===== src/rtl/handshake_v1r1.sv =====
// -----------------------------------------------------------------------------
// handshake_v1r1
//   Registered valid/ready pipeline stage built as a 2-entry skid buffer.
//   The valid path (producer -> consumer) and the ready path (consumer ->
//   producer) are both cut by flops. The stage sustains one transfer per cycle
//   and keeps words in strict FIFO order.
//
// Optional feature macro: HANDSHAKE_V1R1_COUNT_EN
//   When defined, the COUNT_BITS parameter and the o_count port exist. o_count
//   counts downstream transfers and wraps modulo 2^COUNT_BITS. When the macro
//   is undefined, the parameter, the port and the counter are all absent.
//
// Parameters
//   VALUE_BITS  width of the data word
//   COUNT_BITS  width of o_count (only with HANDSHAKE_V1R1_COUNT_EN)
//
// Ports
//   clock    in   rising-edge clock
//   reset    in   asynchronous, active-high reset
//   i_value  in   upstream data
//   i_valid  in   upstream valid
//   o_ready  out  ready to upstream (registered)
//   o_value  out  downstream data (registered, 0 while o_valid is 0)
//   o_valid  out  downstream valid (registered)
//   i_ready  in   downstream ready
//   o_count  out  downstream transfer count (only with HANDSHAKE_V1R1_COUNT_EN)
// -----------------------------------------------------------------------------
module handshake_v1r1 #(
   parameter int VALUE_BITS = 8
`ifdef HANDSHAKE_V1R1_COUNT_EN
   ,
   parameter int COUNT_BITS = 16
`endif
) (
   input  logic                  clock,
   input  logic                  reset,
   input  logic [VALUE_BITS-1:0] i_value,
   input  logic                  i_valid,
   output logic                  o_ready,
   output logic [VALUE_BITS-1:0] o_value,
   output logic                  o_valid,
   input  logic                  i_ready
`ifdef HANDSHAKE_V1R1_COUNT_EN
   ,
   output logic [COUNT_BITS-1:0] o_count
`endif
);

   typedef enum logic [1:0] {
      EMPTY = 2'b00,
      BUSY  = 2'b01,
      FULL  = 2'b10
   } state_t;

   state_t                  state;
   state_t                  state_next;
   logic [VALUE_BITS-1:0]   main_q;
   logic [VALUE_BITS-1:0]   main_next;
   logic [VALUE_BITS-1:0]   skid_q;
   logic [VALUE_BITS-1:0]   skid_next;
   logic                    ready_q;
   logic                    valid_q;
   logic                    in_xfer;
   logic                    out_xfer;

   // Both handshakes are qualified only by flopped outputs, so no
   // combinational path exists from i_valid to o_ready or from i_ready to o_valid.
   assign in_xfer  = i_valid & ready_q;
   assign out_xfer = valid_q & i_ready;

   assign o_ready  = ready_q;
   assign o_valid  = valid_q;
   assign o_value  = main_q;

   // Next-state and storage selection for the skid buffer.
   always_comb begin
      state_next = state;
      main_next  = main_q;
      skid_next  = skid_q;
      case (state)
         EMPTY: begin
            if (in_xfer) begin
               state_next = BUSY;
               main_next  = i_value;
            end else begin
               state_next = EMPTY;
            end
         end
         BUSY: begin
            if (in_xfer && out_xfer) begin
               state_next = BUSY;
               main_next  = i_value;
            end else if (in_xfer) begin
               // Consumer stalled: park the new word behind the one on display.
               state_next = FULL;
               skid_next  = i_value;
            end else if (out_xfer) begin
               // Clear the main register so o_value reads 0 while idle.
               state_next = EMPTY;
               main_next  = '0;
            end else begin
               state_next = BUSY;
            end
         end
         FULL: begin
            if (out_xfer) begin
               state_next = BUSY;
               main_next  = skid_q;
            end else begin
               state_next = FULL;
            end
         end
         default: begin
            state_next = EMPTY;
            main_next  = '0;
            skid_next  = '0;
         end
      endcase
   end

   // State, storage and registered handshake outputs.
   // ready_q is 0 throughout reset and first rises at the edge after release.
   always_ff @(posedge clock or posedge reset) begin
      if (reset) begin
         state   <= EMPTY;
         main_q  <= '0;
         skid_q  <= '0;
         ready_q <= 1'b0;
         valid_q <= 1'b0;
      end else begin
         state   <= state_next;
         main_q  <= main_next;
         skid_q  <= skid_next;
         ready_q <= (state_next != FULL);
         valid_q <= (state_next != EMPTY);
      end
   end

`ifdef HANDSHAKE_V1R1_COUNT_EN
   logic [COUNT_BITS-1:0] count_q;

   assign o_count = count_q;

   // Downstream transfer counter; wraps naturally at its width.
   always_ff @(posedge clock or posedge reset) begin
      if (reset) begin
         count_q <= '0;
      end else if (out_xfer) begin
         count_q <= count_q + {{(COUNT_BITS-1){1'b0}}, 1'b1};
      end else begin
         count_q <= count_q;
      end
   end
`endif

endmodule


===== config.mk =====
export PLATFORM = sky130hd
export DESIGN_NAME = handshake_v1r1
export DESIGN_NICKNAME = d
export VERILOG_FILES = /design/src/rtl/handshake_v1r1.sv
export SDC_FILE = /design/constraint.sdc
export NUM_CORES = 1
export LEC_CHECK = 0
export CAP_MARGIN = 20
export CORE_MARGIN = 10
export CORE_UTILIZATION = 44
export DETAILED_ROUTE_END_ITERATION = 12
export GPL_TIMING_DRIVEN = 0
export PLACE_DENSITY = 0.83
export SLEW_MARGIN = 20
export SYNTH_ARGS = -nofsm -noshare
export SYNTH_HDL_FRONTEND = slang
export SYNTH_SLANG_ARGS = --single-unit

===== constraint.sdc =====
create_clock -name clock -period 1.5 [get_ports clock]
set_input_delay 0.3 -clock clock [delete_from_list [all_inputs] [get_ports clock]]
set_output_delay 0.3 -clock clock [all_outputs]
set_load 0.05 [all_outputs]

==> results.tsv, run 1 <==
metric	value	unit
synth warn	0	
Comb pwr share	58.2	%
core area	2190	um2
die area	4560	um2
setup ws final	45.7	ps
Worst Setup End Kind	flip-flop	
Required @ worst endpoint	1710	ps
Area Growth Syn to Fin	33.0	%
DRC	0	
Peak VDD IR	1150	uV
first-pass GRT wire length	4.01	mm
post-route ant nets	0	
fin crit share	97.0	%
diodes inserted	0	
initial antenna violation count	0	
critical path type	flip-flop to flip-flop	
RSZ-0062 raised after global routing	no	
Startpoint Class	flip-flop	
P_sw	1360	uW
Post-Syn Area	995	um2
largest net degree at the start of global routing	21	
status	finished clean	
Detail Placement HPWL	1.83	mm
CP max FO	8	
DR vias	800	
post-DR wirelength/cell	17.6	um
design internal power	1590	uW
Via density	5.56	
simple logic cell fraction of the synthesized area	10.4	%
syn_area_per_cell	11.3	um2
CTS Hold Bufs	0	
Worst Clk Skew	6.64	ps
final count of negative-setup-slack endpoints	0	
CP arrival	1670	ps
Sw Ratio	46.1	%
Port Buffers	21	
post-synthesis compound-gate area fraction	26.3	%
final setup TNS	0	ps
multiplexer area fraction after synthesis	8.05	%
Netlist cell types	22	
Worst-Margin Slew	750	ps
chip width	67.5	um
overall routed net length	2.53	mm
Root Buffer Master	clkbuf_4	
I/O pin count	22	
post-synthesis sequential area ratio	50.3	%
post-route minimum period	1450	ps
DR pass1 iterations	4	
share of layout cells above drive strength 1	31.0	%
Row Count	17	
GRT Util Overall	11.6	%
Setup Slack @ Placement	-411	ps
min-delay worst type	primary input to async pin	
Net count, final	130	
GRT overflow	0	
Reg clk slew, reported paths	120	ps
1st-iter DRT viols	50	
Rel. slew slack	50.0	%
Max H-tree Level	1	
Sequential Power Share	30.6	%
Initial Util	45.4	%
clock latency on the worst-skew pair	320	ps
Post-Syn Instances	88	
Post-Synth Adder-Cell Area	1.26	%
PwrDens	2240	nW/um2
fin. max-slew vios	0	
Max Fclk	0.688	GHz
Tot Pwr	2960	uW
max cap viols	0	
CTS tree	built	
clock tree buffer depth	2	
largest family of logic cells by synthesized area	compound AO/OA/AOI/OAI gates	
Num CTS Buffers	3	
Leak	0.000597	uW
Worst path max stage delay	440	ps
routability cong.	0.880	
final hold viol count	0	
critical path cell sequence	nand2_4, inv_4, ha_4, nor2b_1, o21ai_4, a22o_1	
Synth Area in XOR/XNOR	0	%
die height	67.5	um
CTS Sinks	20	
vias in the first global route	811	
post-synth net total	101	
Slowest-stage cell, CP	dfrtp_2	
Seq cells post-synth	20	
clock network power share	11.1	%
worst max-delay path: cells and delay by family (launching register included):
kind	cells	cell delay, ps
compound gates	2	380
fa+ha+maj	1	170
buf+inv	1	50
flops	1	440
simple gates	2	300
path summary, 6_finish.rpt:
kind / startpoint / endpoint / slack [ps] / depth (start not counted)
worst min-delay path: reset / state[1] / 390 / 2
max in group asynchronous: reset / o_ready / 590 / 2
worst max-delay path: o_valid / skid_q[0] / 50 / 6
worst min register to register: o_value[2] / o_value[2] / 520 / 1
worst max register to register: o_valid / skid_q[0] / 50 / 6
min in group clock: i_valid / o_valid / 390 / 3
cells in the final DEF, fill, tap and decap left out:
cell	synthesis	final
clkdlybuf4s15_2	0	4
clkbuf_4	0	3
o22ai_1	1	1
a21oi_2	1	1
ha_4	0	1
nor2b_4	0	1
inv_1	3	2
clkdlybuf4s50_1	0	10
buf_4	2	6
clkbuf_2	0	6
a211o_1	1	1
dlymetal6s2s_1	0	1
nand2b_4	2	2
a21oi_1	2	2
nand2_1	10	9
nor2b_1	2	1
and2_4	1	1
o21ai_4	0	1
nor2_4	1	1
a22o_1	16	16
dfrtp_2	0	2
o21ai_0	9	2
clkbuf_8	0	1
buf_2	2	1
mux2i_1	8	8
o21ai_1	1	7
nand2b_1	1	1
dfrtp_1	20	18
nand2_4	0	1
o22ai_2	1	1
a22oi_1	1	1
o21ai_2	2	2
inv_4	0	1
sequential cells by signal, indices dropped and copies added, names as in the netlist:
name     cells
o_valid      1
o_ready      1
o_value      8
skid_q       8
state        2
area by class of cell:
class / instances / area, um2
inverter: 3 / 13.8
clock buffer: 4 / 36.3
buffer: 3 / 20.0
timing repair buffer: 25 / 218
fill: 170 / 868
tap: 28 / 35.0
multi-input combinational: 61 / 497
sequential: 20 / 503
metal layers:
| layer | GRT usage (%) | wire length [um] | vias up |
|---|---|---|---|
| met1 | 12.8 | 1090 | 398 |
| li1 | - | - | 381 |
| met5 | 0 | 0 | - |
| met2 | 20.2 | 1300 | 14 |
| met4 | 7.18 | 79 | 0 |
| met3 | 1.98 | 60 | 7 |
timing repair:
action,4_1_cts,5_1_grt
endpoints found under the setup margin,26,22
pin swaps,0,2
setup buffers,0,4
gates resized for setup,27,11
power groups by stage:
stage / registers, uW / clock network [uW] / logic (uW)
floorplan: 1220 / 0 / 927
global placement: 896 / 0 / 1630
detailed placement: 912 / 0 / 1690
CTS: 903 / 328 / 1680
global route: 935 / 347 / 1850
finish: 906 / 329 / 1720
synthesized netlist by cell type:
cell type / count / share of area [%]
a211o_1: 1 / 0.88
a21oi_1: 2 / 1.0
a21oi_2: 1 / 0.88
a22o_1: 16 / 14
a22oi_1: 1 / 0.75
and2_4: 1 / 0.88
buf_2: 2 / 1.0
buf_4: 2 / 1.5
dfrtp_1: 20 / 50
ha_1: 1 / 1.3
inv_1: 3 / 1.1
mux2i_1: 8 / 8.1
nand2_1: 10 / 3.8
nand2b_1: 1 / 0.63
nand2b_4: 2 / 2.8
nor2_4: 1 / 1.1
nor2b_1: 2 / 1.3
o21ai_0: 9 / 4.5
o21ai_1: 1 / 0.50
o21ai_2: 2 / 1.8
o22ai_1: 1 / 0.63
o22ai_2: 1 / 1.3
cell families (layout without fill, tap and decap cells):
family | Yosys count | in the layout
AO/OA/AOI/OAI | 35 | 35
flip-flops | 20 | 20
adder cells (fa/ha/maj) | 1 | 1
multiplexers | 8 | 8
buffers and inverters | 7 | 35
AND/OR/NAND/NOR | 17 | 17
through the flow:
stage	utilization [%]	cell area, um2	std cells	hold WS [ps]
after CTS	60.0	1310	141	423
after global placement	57.6	1260	137	486
after global routing	60.4	1320	144	422
final	60.4	1320	144	385
after floorplan	-	1020	88	264
after detailed placement	57.6	1260	137	493
Power figures use the tool's default switching activity.
==> inputs of run 2 (changes only) <==
--- a/config.mk
+++ b/config.mk
@@ -6,7 +6,8 @@
 export NUM_CORES = 1
 export LEC_CHECK = 0
 export CAP_MARGIN = 20
-export CORE_MARGIN = 10
+export CORE_ASPECT_RATIO = 1.5
+export CORE_MARGIN = 2
 export CORE_UTILIZATION = 44
 export DETAILED_ROUTE_END_ITERATION = 12
 export GPL_TIMING_DRIVEN = 0
==> results.tsv, run 2 (synthesis results as in run 1) <==
metric	value	unit	change
status	finished clean		unchanged
Worst Setup End Kind	flip-flop		unchanged
share of layout cells above drive strength 1	32.2	%	was 31.0%
final hold viol count	0		unchanged
routability cong.	0.843		was 0.880
CTS tree	built		unchanged
commonest non-fill, non-tap cells in the layout	dfrtp_1, a22o_1, clkdlybuf4s50_1		unchanged
largest net degree at the start of global routing	21		unchanged
fillers	190		was 170
most common cell after layout, fill and taps aside	dfrtp_1		unchanged
Tot Pwr	3040	uW	was 2960 uW
Root Buffer Master	clkbuf_4		unchanged
GRT Util Overall	18.1	%	was 11.6%
vias in the first global route	807		was 811
Net count, final	129		was 130
critical path type	primary input to flip-flop		was flip-flop to flip-flop
area of the multi-input gates	503	um2	was 497 um2
Required @ worst endpoint	1760	ps	was 1710 ps
Max H-tree Level	1		unchanged
I/O pin count	22		unchanged
R2R setup slack	120	ps	was 50 ps
DP Area	1260	um2	about the same
Peak VDD IR	1320	uV	was 1150 uV
final count of negative-setup-slack endpoints	0		unchanged
post-DR wirelength/cell	15.6	um	was 17.6 um
max cap viols	0		unchanged
CP max FO	8		unchanged
chip width	42.8	um	was 67.5 um
Rel. slew slack	49.3	%	was 50.0%
die height	62.2	um	was 67.5 um
min-delay worst type	primary input to async pin		unchanged
Leak	0.000594	uW	was 0.000597 uW
cells on worst reg2reg path	5		was 6
Initial Util	45.6	%	was 45.4%
first-pass GRT wire length	3.68	mm	was 4.01 mm
finished layout cell area	1320	um2	about the same
diodes inserted	0		unchanged
die area	2660	um2	was 4560 um2
Detail Placement HPWL	1.53	mm	was 1.83 mm
PwrDens	2300	nW/um2	was 2240 nW/um2
worst r2r src	o_ready		was o_valid
Num CTS Buffers	3		unchanged
Area Growth Syn to Fin	32.6	%	was 33.0%
DRC	0		unchanged
Port Buffers	21		unchanged
crit path capture	o_value[3]		was skid_q[0]
Startpoint Class	primary input		was flip-flop
GRT overflow	0		unchanged
post-route ant nets	0		unchanged
post-route minimum period	1440	ps	was 1450 ps
Worst-Margin Slew	760	ps	was 750 ps
overall routed net length	2.15	mm	was 2.53 mm
R2R Path End	skid_q[1]		was skid_q[0]
DR vias	792		was 800
Max Fclk	0.697	GHz	was 0.688 GHz
clock latency on the worst-skew pair	310	ps	was 320 ps
Via density	5.74		was 5.56
initial antenna violation count	0		unchanged
DR pass1 iterations	4		unchanged
FF+latch area	503	um2	unchanged
Row Count	21		was 17
clock tree buffer depth	2		unchanged
core area	2180	um2	was 2190 um2
Critical path origin	i_ready		was o_valid
Reg clk slew, reported paths	120	ps	about the same
fin. max-slew vios	0		unchanged
1st-iter DRT viols	14		was 50
CP arrival	1690	ps	was 1670 ps
fin crit share	95.7	%	was 97.0%
CTS Sinks	20		unchanged
Worst Clk Skew	4.79	ps	was 6.64 ps
==> run 2: changes by cell type in the layout (fill, tap and decap cells not counted) <==
cell / before / now
dlymetal6s2s_1: 1 / 0
clkbuf_8: 1 / 0
dlygate4sd2_1: 0 / 1
nor2b_2: 0 / 1
buf_4: 6 / 5
bufinv_16: 0 / 1
clkdlybuf4s15_2: 4 / 3
o21ai_2: 2 / 3
clkbuf_2: 6 / 7
inv_4: 1 / 0
nor2b_1: 1 / 0
inv_2: 0 / 1
o21ai_1: 7 / 6
==> run 2: layout make-up <==
type                       count  share of cell area [%]
multi-input combinational     61                    38.1
buffer                         3                    1.52
clock buffer                   3                    1.71
sequential                    20                    38.1
clock inverter                 1                    2.28
timing repair buffer          24                    15.2
tap                           23                    2.18
inverter                       3                   0.854
==> run 2: through the flow <==
step	std cells	setup WS (ps)	hold WS (ps)	utilization, %	setup TNS [ps]
floorplan	88	-43.4	264	-	-347
global placement	132	-404	489	57.6	-5850
detailed placement	132	-430	492	57.6	-6470
CTS	139	5.34	438	61.3	0
global route	138	-6.94	506	60.5	-7.79
finish	138	64.9	411	60.5	0
==> run 2: timing repair <==
action | CTS | global route
endpoints found under the setup margin | 26 | 21
resized for setup | 26 | 13
setup buffers | 3 | 0
pin swaps | 2 | 1
hold buffers | 0 | 0
hold endpoints to repair | 0 | 0
==> run 2: critical path, cell delays in order <==
cell and delay, ps:
clkdlybuf4s50_1 500, nand2_4 60, inv_2 90, ha_4 160, nor2b_4 240, nand2_1 70, o21ai_1 120, a22o_1 150
==> run 2: how the worst min path moves through the flow <==
stage                   start          to  slack (ps)  cells past startpoint
floorplan               reset  o_value[0]         260                      1
global placement    skid_q[2]   skid_q[2]         490                      1
detailed placement  skid_q[4]   skid_q[4]         490                      1
CTS                     reset    state[1]         440                      2
global route            reset    state[1]         510                      2
finish                  reset   skid_q[4]         410                      2
==> run 2: report_power, final <==
group / internal (uW) / switching (uW)
combinational: 686 / 1000
clock: 270 / 176
sequential: 758 / 147
==> run 2: metal layers <==
metal  part of all wire [%]  global-route usage (%)  routed length [um]  up-vias
met5                      0                       0                   0        -
met4                    2.3                    9.38                  50        0
met3                    3.0                    2.33                  65        5
met2                     53                    29.5                1150       21
met1                     41                    22.8                 889      388
li1                       -                       -                   -      378
==> inputs of run 3 (changes only) <==
--- a/config.mk
+++ b/config.mk
@@ -8,10 +8,10 @@
 export CAP_MARGIN = 20
 export CORE_ASPECT_RATIO = 1.5
 export CORE_MARGIN = 2
-export CORE_UTILIZATION = 44
+export CORE_UTILIZATION = 40
 export DETAILED_ROUTE_END_ITERATION = 12
 export GPL_TIMING_DRIVEN = 0
-export PLACE_DENSITY = 0.83
+export PLACE_DENSITY = 0.77
 export SLEW_MARGIN = 20
 export SYNTH_ARGS = -nofsm -noshare
 export SYNTH_HDL_FRONTEND = slang
==> results.tsv, run 3 (synthesis results as in run 1) <==
metric	value	unit	change
status	finished clean		unchanged
RSZ-0062 raised after global routing	yes		
fillers	226		was 190
overall routed net length	2.33	mm	was 2.15 mm
chip width	44.7	um	was 42.8 um
max cap viols	0		unchanged
Port Buffers	21		unchanged
commonest non-fill, non-tap cells in the layout	dfrtp_1, a22o_1, clkdlybuf4s50_1		unchanged
GRT Util Overall	18.2	%	was 18.1%
die area	2910	um2	was 2660 um2
CTS Sinks	20		unchanged
Bufs and invs on worst path	0		was 2
clock latency on the worst-skew pair	310	ps	about the same
worst hold slack	410	ps	was 411 ps
initial antenna violation count	0		unchanged
finished layout cell area	1320	um2	unchanged
Net count, final	129		unchanged
CP max FO	8		unchanged
worst r2r src	o_ready		unchanged
DR vias	828		was 792
Detail Placement HPWL	1.64	mm	was 1.53 mm
fin crit share	94.8	%	was 95.7%
core area	2390	um2	was 2180 um2
DR pass1 iterations	4		unchanged
final setup TNS	0	ps	unchanged
die height	65.1	um	was 62.2 um
most common cell after layout, fill and taps aside	dfrtp_1		unchanged
post-route minimum period	1420	ps	was 1440 ps
R2R Path End	skid_q[4]		was skid_q[1]
Reg clk slew, reported paths	120	ps	about the same
Max H-tree Level	1		unchanged
Critical path origin	o_ready		was i_ready
GRT overflow	0		unchanged
DRC	0		unchanged
Slowest-stage cell, CP	dfrtp_2		was clkdlybuf4s50_1
Levels on crit path	5		was 8
share of layout cells above drive strength 1	34.8	%	was 32.2%
critical path type	flip-flop to flip-flop		was primary input to flip-flop
Leak	0.000597	uW	was 0.000594 uW
Root Buffer Master	clkbuf_4		unchanged
vias in the first global route	855		was 807
I/O pin count	22		unchanged
post-DR wirelength/cell	16.7	um	was 15.6 um
CP arrival	1630	ps	was 1690 ps
largest net degree at the start of global routing	21		unchanged
Worst Setup End Kind	flip-flop		unchanged
Required @ worst endpoint	1710	ps	was 1760 ps
Area Growth Syn to Fin	32.6	%	unchanged
cells on worst reg2reg path	5		unchanged
Startpoint Class	flip-flop		was primary input
critical path cell sequence	and2_4, ha_4, nor2b_1, o21ai_4, a22o_1		was clkdlybuf4s50_1, nand2_4, inv_2, ha_4, nor2b_4, nand2_1, o21ai_1, a22o_1
min-delay worst type	primary input to async pin		unchanged
final count of negative-setup-slack endpoints	0		unchanged
R2R setup slack	80	ps	was 120 ps
Row Count	22		was 21
Worst Clk Skew	2.63	ps	was 4.79 ps
Worst-Margin Slew	765	ps	was 760 ps
first-pass GRT wire length	3.84	mm	was 3.68 mm
Peak VDD IR	851	uV	was 1320 uV
Via density	5.96		was 5.74
post-route ant nets	0		unchanged
Rel. slew slack	49.0	%	was 49.3%
routability cong.	0.858		was 0.843
Initial Util	41.5	%	was 45.6%
PwrDens	2340	nW/um2	was 2300 nW/um2
DP Area	1260	um2	about the same
clock tree buffer depth	2		unchanged
fin. max-slew vios	0		unchanged
crit path capture	skid_q[4]		was o_value[3]
CTS tree	built		unchanged
1st-iter DRT viols	35		was 14
Max Fclk	0.703	GHz	was 0.697 GHz
Worst path max stage delay	430	ps	was 500 ps
final core utilization	55.1	%	was 60.5%
CP delay by family, top	flip-flops		was buffers and inverters
final hold viol count	0		unchanged
diodes inserted	0		unchanged
Num CTS Buffers	3		unchanged
run 3: cell count changes in the layout (fill, tap and decap cells not counted):
cell / before / now
o21ai_2: 3 / 6
nand2_2: 0 / 1
clkbuf_2: 7 / 9
clkdlybuf4s15_2: 3 / 1
nor2b_1: 0 / 1
nand2_1: 9 / 8
nor2b_2: 1 / 0
o21ai_1: 6 / 3
run 3: metal layers:
metal / part of all wire (%) / up-vias / global-route usage, %
met3: 2.1 / 8 / 1.95
met4: 3.7 / 0 / 11.0
li1: - / 378 / -
met2: 54 / 20 / 29.0
met5: 0 / - / 0
met1: 41 / 422 / 22.9
run 3: repair_timing:
| item | 4_1_cts | 5_1_grt |
|---|---|---|
| gates resized for setup | 25 | 17 |
| setup buffers | 3 | 0 |
| pin swaps | 3 | 0 |
| hold buffers | 0 | 0 |
| setup endpoints to repair | 26 | 24 |
run 3: worst min path at each step:
stage            endpoint  depth (start not counted)  startpoint
6_report       o_value[6]                          2       reset
3_5_place_dp   o_value[0]                          1  o_value[0]
4_1_cts        o_value[7]                          2       reset
2_1_floorplan  o_value[0]                          1       reset
5_1_grt        o_value[0]                          2       reset
3_3_place_gp    skid_q[2]                          1   skid_q[2]
run 3: power by group:
part           switching [uW]  internal, uW  leakage (uW)  total, uW
clock                     183           270     0.0000279        453
combinational            1040           679      0.000316       1720
sequential                154           758      0.000253        912
total                    1370          1710      0.000597       3080
run 3: per-stage QoR:
| stage | worst slack [ps] | total power [uW] | instances |
|---|---|---|---|
| after floorplan | -43.4 | 2140 | 88 |
| after global placement | -416 | 2560 | 133 |
| after detailed placement | -467 | 2600 | 133 |
| after CTS | 3.16 | 3060 | 140 |
| after global routing | -1.25 | 3260 | 139 |
| final | 78.3 | 3080 | 139 |
run 3: area by class of cell:
cell class                 count  area [um2]  area share [%]
buffer                         3        20.0            1.52
multi-input combinational     61         514            39.0
timing repair buffer          24         188            14.2
inverter                       3        11.3           0.854
sequential                    20         503            38.1
clock inverter                 1        30.0            2.28
tap                           24        30.0            2.28
clock buffer                   3        22.5            1.71
